===== config.mk =====
export PLATFORM = sky130hd
export DESIGN_NAME = div_unit
export DESIGN_NICKNAME = d
export VERILOG_FILES = /design/src/rtl/div_unit_pkg.sv /design/src/rtl/div_unit_step.sv /design/src/rtl/div_unit.sv
export SDC_FILE = /design/constraint.sdc
export NUM_CORES = 1
export LEC_CHECK = 0
export ABC_AREA = 1
export BUFFER_PORTS_ARGS = -buffer_cell sky130_fd_sc_hd__buf_4
export CORE_UTILIZATION = 54
export DETAILED_ROUTE_END_ITERATION = 10
export PLACE_DENSITY = 0.77
export SLEW_MARGIN = 30
export SYNTH_ARGS = -nofsm -noshare
export SYNTH_HDL_FRONTEND = slang
export SYNTH_SLANG_ARGS = --single-unit

===== constraint.sdc =====
create_clock -name clock -period 1.9 [get_ports clock]
set_input_delay 0.095 -clock clock [delete_from_list [all_inputs] [get_ports clock]]
set_output_delay 0.095 -clock clock [all_outputs]
set_load 0.02 [all_outputs]

===== src/rtl/div_unit_pkg.sv =====
// Shared types and constants for the iterative divider.
// State encoding and iteration count.
package div_unit_pkg;

  localparam int DIV_ITERS = 32;

  typedef enum logic [1:0] {
    S_IDLE = 2'd0,
    S_RUN  = 2'd1,
    S_DONE = 2'd2
  } state_e;

endpackage


===== src/rtl/div_unit_step.sv =====
// One restoring-division step (combinational).
// In: rem, dvd_msb, divisor. Out: next_rem, q_bit.
module div_unit_step #(
  parameter int WIDTH = 32
) (
  input  logic [WIDTH-1:0] rem,
  input  logic             dvd_msb,
  input  logic [WIDTH-1:0] divisor,
  output logic [WIDTH-1:0] next_rem,
  output logic             q_bit
);

  logic [WIDTH-1:0] shifted;
  logic [WIDTH:0]   diff;

  assign shifted  = {rem[WIDTH-2:0], dvd_msb};
  assign diff     = {1'b0, shifted} - {1'b0, divisor};
  // A clear borrow bit means the divisor fit.
  assign q_bit    = ~diff[WIDTH];
  assign next_rem = q_bit ? diff[WIDTH-1:0] : shifted;

endmodule


===== src/rtl/div_unit.sv =====
// Multicycle signed divider, one quotient bit per cycle.
// Ports: clock/reset, operands A/B, ctrl_DIV start; result, exception, RDY, busy.
module div_unit
  import div_unit_pkg::*;
#(
  parameter int WIDTH = DIV_ITERS,
  parameter int CNT_W = 6
) (
  input  logic             clock,
  input  logic             reset,
  input  logic [WIDTH-1:0] data_operandA,
  input  logic [WIDTH-1:0] data_operandB,
  input  logic             ctrl_DIV,
  output logic [WIDTH-1:0] data_result,
  output logic             data_exception,
  output logic             data_resultRDY,
  output logic             busy
);

  state_e           state_q, state_d;
  logic [CNT_W-1:0] cnt_q, cnt_d;
  logic [WIDTH-1:0] rem_q, rem_d;
  logic [WIDTH-1:0] dvd_q, dvd_d;
  logic [WIDTH-1:0] dvs_q, dvs_d;
  logic             sign_q, sign_d;
  logic             dz_q, dz_d;
  logic [WIDTH-1:0] res_q, res_d;
  logic             exc_q, exc_d;
  logic             rdy_q, rdy_d;

  logic [WIDTH-1:0] step_rem;
  logic             step_q;
  logic [WIDTH-1:0] abs_a, abs_b;

  // 32-bit negate: |-2^31| stays 0x80000000, read as unsigned.
  assign abs_a = data_operandA[WIDTH-1] ? -data_operandA : data_operandA;
  assign abs_b = data_operandB[WIDTH-1] ? -data_operandB : data_operandB;

  div_unit_step #(.WIDTH(WIDTH)) u_step (
    .rem      (rem_q),
    .dvd_msb  (dvd_q[WIDTH-1]),
    .divisor  (dvs_q),
    .next_rem (step_rem),
    .q_bit    (step_q)
  );

  always_comb begin
    state_d = state_q;
    cnt_d   = cnt_q;
    rem_d   = rem_q;
    dvd_d   = dvd_q;
    dvs_d   = dvs_q;
    sign_d  = sign_q;
    dz_d    = dz_q;
    res_d   = res_q;
    exc_d   = exc_q;
    rdy_d   = 1'b0;
    if (ctrl_DIV) begin
      dvd_d  = abs_a;
      dvs_d  = abs_b;
      sign_d = data_operandA[WIDTH-1] ^ data_operandB[WIDTH-1];
      rem_d  = '0;
      cnt_d  = '0;
      dz_d   = (data_operandB == '0);
      state_d = dz_d ? S_DONE : S_RUN;
    end else begin
      unique case (state_q)
        S_IDLE: ;
        S_RUN: begin
          rem_d = step_rem;
          // Quotient bits fill the dividend register as it drains.
          dvd_d = {dvd_q[WIDTH-2:0], step_q};
          cnt_d = cnt_q + CNT_W'(1);
          if (cnt_q == CNT_W'(WIDTH - 1))
            state_d = S_DONE;
        end
        S_DONE: begin
          rdy_d   = 1'b1;
          exc_d   = dz_q;
          res_d   = dz_q ? '0 : (sign_q ? -dvd_q : dvd_q);
          state_d = S_IDLE;
        end
        default: state_d = S_IDLE;
      endcase
    end
  end

  always_ff @(posedge clock) begin
    if (reset) begin
      state_q <= S_IDLE;
      cnt_q   <= '0;
      rem_q   <= '0;
      dvd_q   <= '0;
      dvs_q   <= '0;
      sign_q  <= 1'b0;
      dz_q    <= 1'b0;
      res_q   <= '0;
      exc_q   <= 1'b0;
      rdy_q   <= 1'b0;
    end else begin
      state_q <= state_d;
      cnt_q   <= cnt_d;
      rem_q   <= rem_d;
      dvd_q   <= dvd_d;
      dvs_q   <= dvs_d;
      sign_q  <= sign_d;
      dz_q    <= dz_d;
      res_q   <= res_d;
      exc_q   <= exc_d;
      rdy_q   <= rdy_d;
    end
  end

  assign data_result    = res_q;
  assign data_exception = exc_q;
  assign data_resultRDY = rdy_q;
  assign busy           = (state_q == S_RUN);

endmodule


* After elaboration in Yosys (flattened, before gate mapping) *
Index checks and enable logic that the tools add are counted.

storage, ports and cells
  bits in registers = 139
  output and inout port bits = 35
  logic and storage cells = 41
  input bits = 67

operators by class
  bitwise logic cells = 3
  $add $sub $neg = 5
  reduce and logical (&&, ||, !) cells = 6
  equality and inequality tests = 5
  multiplexer cells = 12

operators by type and width
  operator                                                count
  two-way mux 32 bit                                      6
  negation 32 bit                                         3
  subtractor 32 x 32 -> 33 bit                            1
  logical NOT 32 bit                                      1
  two-way mux 31 bit                                      1
  adder 6 x 1 -> 6 bit (second input constant)            1
  == test 6 x 5 -> 1 bit (second input constant)          1
  two-way mux 2 bit                                       3
  one-hot mux 2 bit (2 select lines)                      1
  AND reduction 2 bit                                     2
  inequality test 3 x 2 -> 1 bit (second input constant)  1
  == test 2 x 1 -> 1 bit (second input constant)          1
  == test 2 bit (second input constant)                   1
  logical NOT 2 bit                                       1
  inequality test 2 bit (second input constant)           1
  inverter 1 bit                                          2
  nonzero test 2 bit                                      1
  OR reduction 2 bit                                      1
  two-way mux 1 bit                                       1
  XOR 1 bit                                               1

* Depth between registers and ports, before layout *
  depth after elaboration = 4
  depth in mapped cells = 17
  gate-level depth less buffers = 16

* By module *
A second synthesis with hierarchy kept.

second synthesis, totals
  cells, all modules = 1841
  area, all modules = 10914.2 um^2

by module, submodules not included
  module         cells an instance  times used  seq. area each (um^2)  area an instance (um^2)
  div_unit       1197               1           2802.7                 7798.7
  div_unit_step  644                1           0.0                    3115.5

* Least setup slack after synthesis *
Ideal clock, no wire load.

  path kind = reg2reg
  start point = reg dvd_q[31]
  end point = reg rem_q[23]
  setup time = 139 ps
  arrival time = 1966 ps
  required time = 1761 ps
  setup slack = -205 ps
  buffers on the path = 1
  period minus slack after synthesis = 2105 ps
  cell stages (with the launch flop) = 17
  cell sequence = dfxtp_1 > inv_1 > ha_1 > fa_1 > inv_1 > nand2_1 > nand2_1 > nand3_1 > nand2_2 > nand2_2 > nand2_4 > nand2_4 > nand2_4 > buf_6 > nand3_1 > nand2_1 > a21oi_2

between the ends
  word-level cells in the longest chain between the ends = 2

ends and longest elaborated chain
  item                          RTL line             source
  start: declaration            div_unit.sv:23       logic [WIDTH-1:0] dvd_q, dvd_d;
  start signal: assignment      div_unit.sv:104      dvd_q <= dvd_d;
  subtractor 32 x 32 -> 33 bit  div_unit_step.sv:17  assign diff = {1'b0, shifted} - {1'b0, divisor};
  two-way mux 31 bit            div_unit_step.sv:20  assign next_rem = q_bit ? diff[WIDTH-1:0] : shifted;
  end signal: assignment        div_unit.sv:103      rem_q <= rem_d;
  end: declaration              div_unit.sv:22       logic [WIDTH-1:0] rem_q, rem_d;

No other way between the ends.
A chain may end at the register's enable or synchronous reset.

* Worst setup path in the final report *
  start point = reg dvd_q[31]
  end point = reg rem_q[16]

Same word-level chain as after synthesis.

==> impl_results.md <==
* Maxcap violations at 0
* Clock Path Buffers at 2
* Share of cells above drive strength 1 at around 20%
* Tcrit/Tclk final at 111.5%
* Post-Syn Area at 10670 um2
* Ant. Diodes at 0
* Crit path DAT at about 2.4 ns
* Synth Instances at around 1800
* CTS tree: yes
* Violated checks: setup timing
* P_leak at around 6.6 nW
* Routed vias at roughly 12000
* Final net count at between 2000 and 2500
* CTS Buf Count at 17
* Area grow syn2layout at 29.46%
* DR WL/cell at approximately 16 um
* Total iterations of the first detailed-routing run at 6
* Synth Area in Adders at 4.410%
* Final setup viols at 32
* Yosys reg bits at between 100 and 150
* Post-detail-place hpwl at about 27000 um
* Clock slew at reported path FFs at around 0.07 ns
* Post-Route WL at approximately 36000 um
* # IOs at roughly 100
* Die area at a little over 20000 um2
* Number of global-route vias before repair at about 11000
* Core region area at just under 20000 um2
* Slowest Stage Delay on Critical Path at ~0.35 ns
* Fraction of synthesized area in multiplexers at 0%
* RSZ-0062 raised after global routing: true
* Status: finished, violations left
* Post-Place Setup Slack at -0.2345 ns
* Synth warnings at 0
* Fin. max-slew vios at 0
* Setup ws final at -0.2181 ns
* Post-DR vias/cell at between 5 and 6
* Min-delay worst type: in -> reg
* Worst Skew at between 0.009 and 0.01 ns
* Crit path max-delay family: simple AND/OR/NAND/NOR gates
* Synth Area in Simple Gates at approximately 40%
* Clk root buf: clkbuf_16
* Initial Util at between 50% and 60%
* Post-synthesis xor/xnor area fraction at 1.888%
* Most frequent cells in the layout: nand2_1, inv_1, buf_4
* Crit-path cells: inv_2 -> ha_4 -> fa_2 -> inv_2 -> nand2_1 -> nand2_1 -> nand3_1 -> nand2_2 -> nand2_2 -> nand2_4 -> nand2_8 -> nand2_8 -> buf_12 -> nand2_1 -> nand3_1 -> a21oi_1
* Slowest CP cell: fa_2
* Fillers at around 1700
* WS Path Type: reg -> reg
* Die span in y at between 100 and 150 um
* Clk_lat worst skew at roughly 0.44 ns
* Largest net degree at the start of global routing at 46
* Post-layout min period at between 2 and 2.5 ns
* Worst Tran Pin Value at a little under 0.7 ns
* Peak supply drop at about 0.61 mV
* Compound-Gate Fraction of Synth Area at between 10% and 20%
* PortBufs at slightly above 100
* Initial antenna violation count at 0
* Mean post-synth cell area at 5.964 um2
* Iter 0 DRT Violations at approximately 1300
* RD Place Congestion at just under 1
* Post-synthesis sequential area ratio at around a quarter
* Commonest non-fill, non-tap cell in the layout: nand2_1
* Util after Layout at 71.20%
* Slew headroom at 54.75%
* Multi-input logic area at slightly below 7000 um2
* Crit Path Max Fanout at 9
* Crit start category: flop
* CP required at approximately 2.2 ns
* Gr usage total at a little over a third
* Die Width at 142.6 um
* ANT nets after route at 0
* Distinct cells, synth at 50
* Syn nets at between 1500 and 2000
* Row count at slightly above 50
* Final setup TNS at -5.695 ns
* Final Hold Vio Count at 0
* First-pass GRT wire length at 55320 um
* Register area at 2785 um2
* Largest family of logic cells by synthesized area: simple AND/OR/NAND/NOR gates
* Crit end category: flop
* Most common cell on crit path: nand2_1
* Pwr Density at 618.5 nW/um2
* DRC viols at 0
* GRT overflow at 0
* CP bufs+invs at 3
* Sink Count at 139
* # H-tree levels at 4
* Fmax at approximately 470 MHz
[worst paths after layout]
kind | start | end | slack [ns] | depth (start not counted)
worst max register to register | dvd_q[31]$_SDFFE_PP0P_ | rem_q[16]$_SDFFE_PP0P_ | -0.22 | 16
worst min-delay path | data_operandB[21] | dvs_q[21]$_SDFFE_PP0P_ | 0.002 | 4
worst min register to register | data_result[16]$_SDFFE_PP0P_ | data_result[16]$_SDFFE_PP0P_ | 0.47 | 2
worst max-delay path | dvd_q[31]$_SDFFE_PP0P_ | rem_q[16]$_SDFFE_PP0P_ | -0.22 | 16
[worst reg2reg max path: stages (launching register included)]
cell,delay (ns)
dfxtp_2,0.33
inv_2,0.05
ha_4,0.16
fa_2,0.35
inv_2,0.06
nand2_1,0.04
nand2_1,0.08
nand3_1,0.08
nand2_2,0.09
nand2_2,0.07
nand2_4,0.09
nand2_8,0.07
nand2_8,0.13
buf_12,0.14
nand2_1,0.07
nand3_1,0.08
a21oi_1,0.08
[power breakdown]
group	switching (W)	total, W	internal (W)	leakage, nW
clock network	0.00153	0.00327	0.00175	0.283
logic	0.00132	0.00215	0.000830	5.22
registers	0.0000856	0.00311	0.00303	1.14
[final cells by class]
class	count	area share, %
well taps	265	2.401
flip-flops and latches	139	20.16
clock buffers	17	3.080
clock inverters	15	1.078
repair buffers	256	15.37
inverters	297	8.071
multi-input cells	1292	49.83
[cell usage after synthesis (all sizes together)]
library cell | number | area share [%]
nor3b | 2 | 0.14
a21oi | 122 | 6.2
a21boi | 2 | 0.14
o211ai | 1 | 0.070
o31ai | 4 | 0.28
a211oi | 1 | 0.070
nor2 | 151 | 5.9
nand2 | 532 | 19
and3 | 4 | 0.23
o41ai | 3 | 0.25
a31oi | 6 | 0.35
o21a | 2 | 0.14
nand3 | 177 | 8.6
o22ai | 35 | 2.1
o32ai | 4 | 0.33
clkbuf | 37 | 1.3
inv | 287 | 10
a21o | 3 | 0.21
o221ai | 1 | 0.082
nand3b | 35 | 2.5
ha | 36 | 4.2
xnor2 | 10 | 0.82
or2 | 6 | 0.35
buf | 24 | 1.5
nor3 | 17 | 0.84
xor2 | 13 | 1.1
nand4 | 24 | 1.4
nor4 | 8 | 0.47
o21ai | 86 | 4.1
clkinv | 10 | 0.35
fa | 1 | 0.19
a32o | 4 | 0.38
dfxtp | 139 | 26
o21bai | 2 | 0.14
[through the flow]
step | hold WS, ns | power, W | cells | instance area, um2
2_1_floorplan | 0.2325 | 0.004358 | 1789 | 10710
3_3_place_gp | 0.3798 | 0.005108 | 2220 | 12540
3_5_place_dp | 0.3868 | 0.005134 | 2220 | 12540
4_1_cts | 0.002586 | 0.008421 | 2277 | 13450
5_1_grt | 0.03510 | 0.008936 | 2281 | 13810
6_report | 0.002291 | 0.008543 | 2281 | 13810
[state kept, by name, indices dropped and copies added, names as in the netlist, 2 cells and up]
name / cells
cnt_q: 6
data_result: 32
dvd_q: 32
dvs_q: 32
rem_q: 31
state_q: 2
[per-layer routing]
metal | vias up | track usage, % | routed length [um] | share of wire (%)
met5 | - | 0 | 0 | 0
met4 | 0 | 11.71 | 830 | 2.3
met3 | 56 | 7.873 | 3548 | 9.9
met2 | 619 | 48.56 | 14570 | 41
met1 | 5486 | 52.92 | 16960 | 47
li1 | 6196 | - | - | -
[timing repair]
action,CTS,global route
hold endpoints to repair,21,0
gates resized for setup,12,63
hold buffers,21,0
endpoints found under the setup margin,32,50
buffers inserted,3,3
pin swaps,4,14
gates cloned,1,1
[cell families after synthesis]
logic type               after synthesis
AND/OR/NAND/NOR                      956
buffers and inverters                358
AO/OA/AOI/OAI                        276
flip-flops                           139
adder cells (fa/ha/maj)               37
XOR/XNOR                              23
Note: power is estimated with default switching activity, not from simulation.
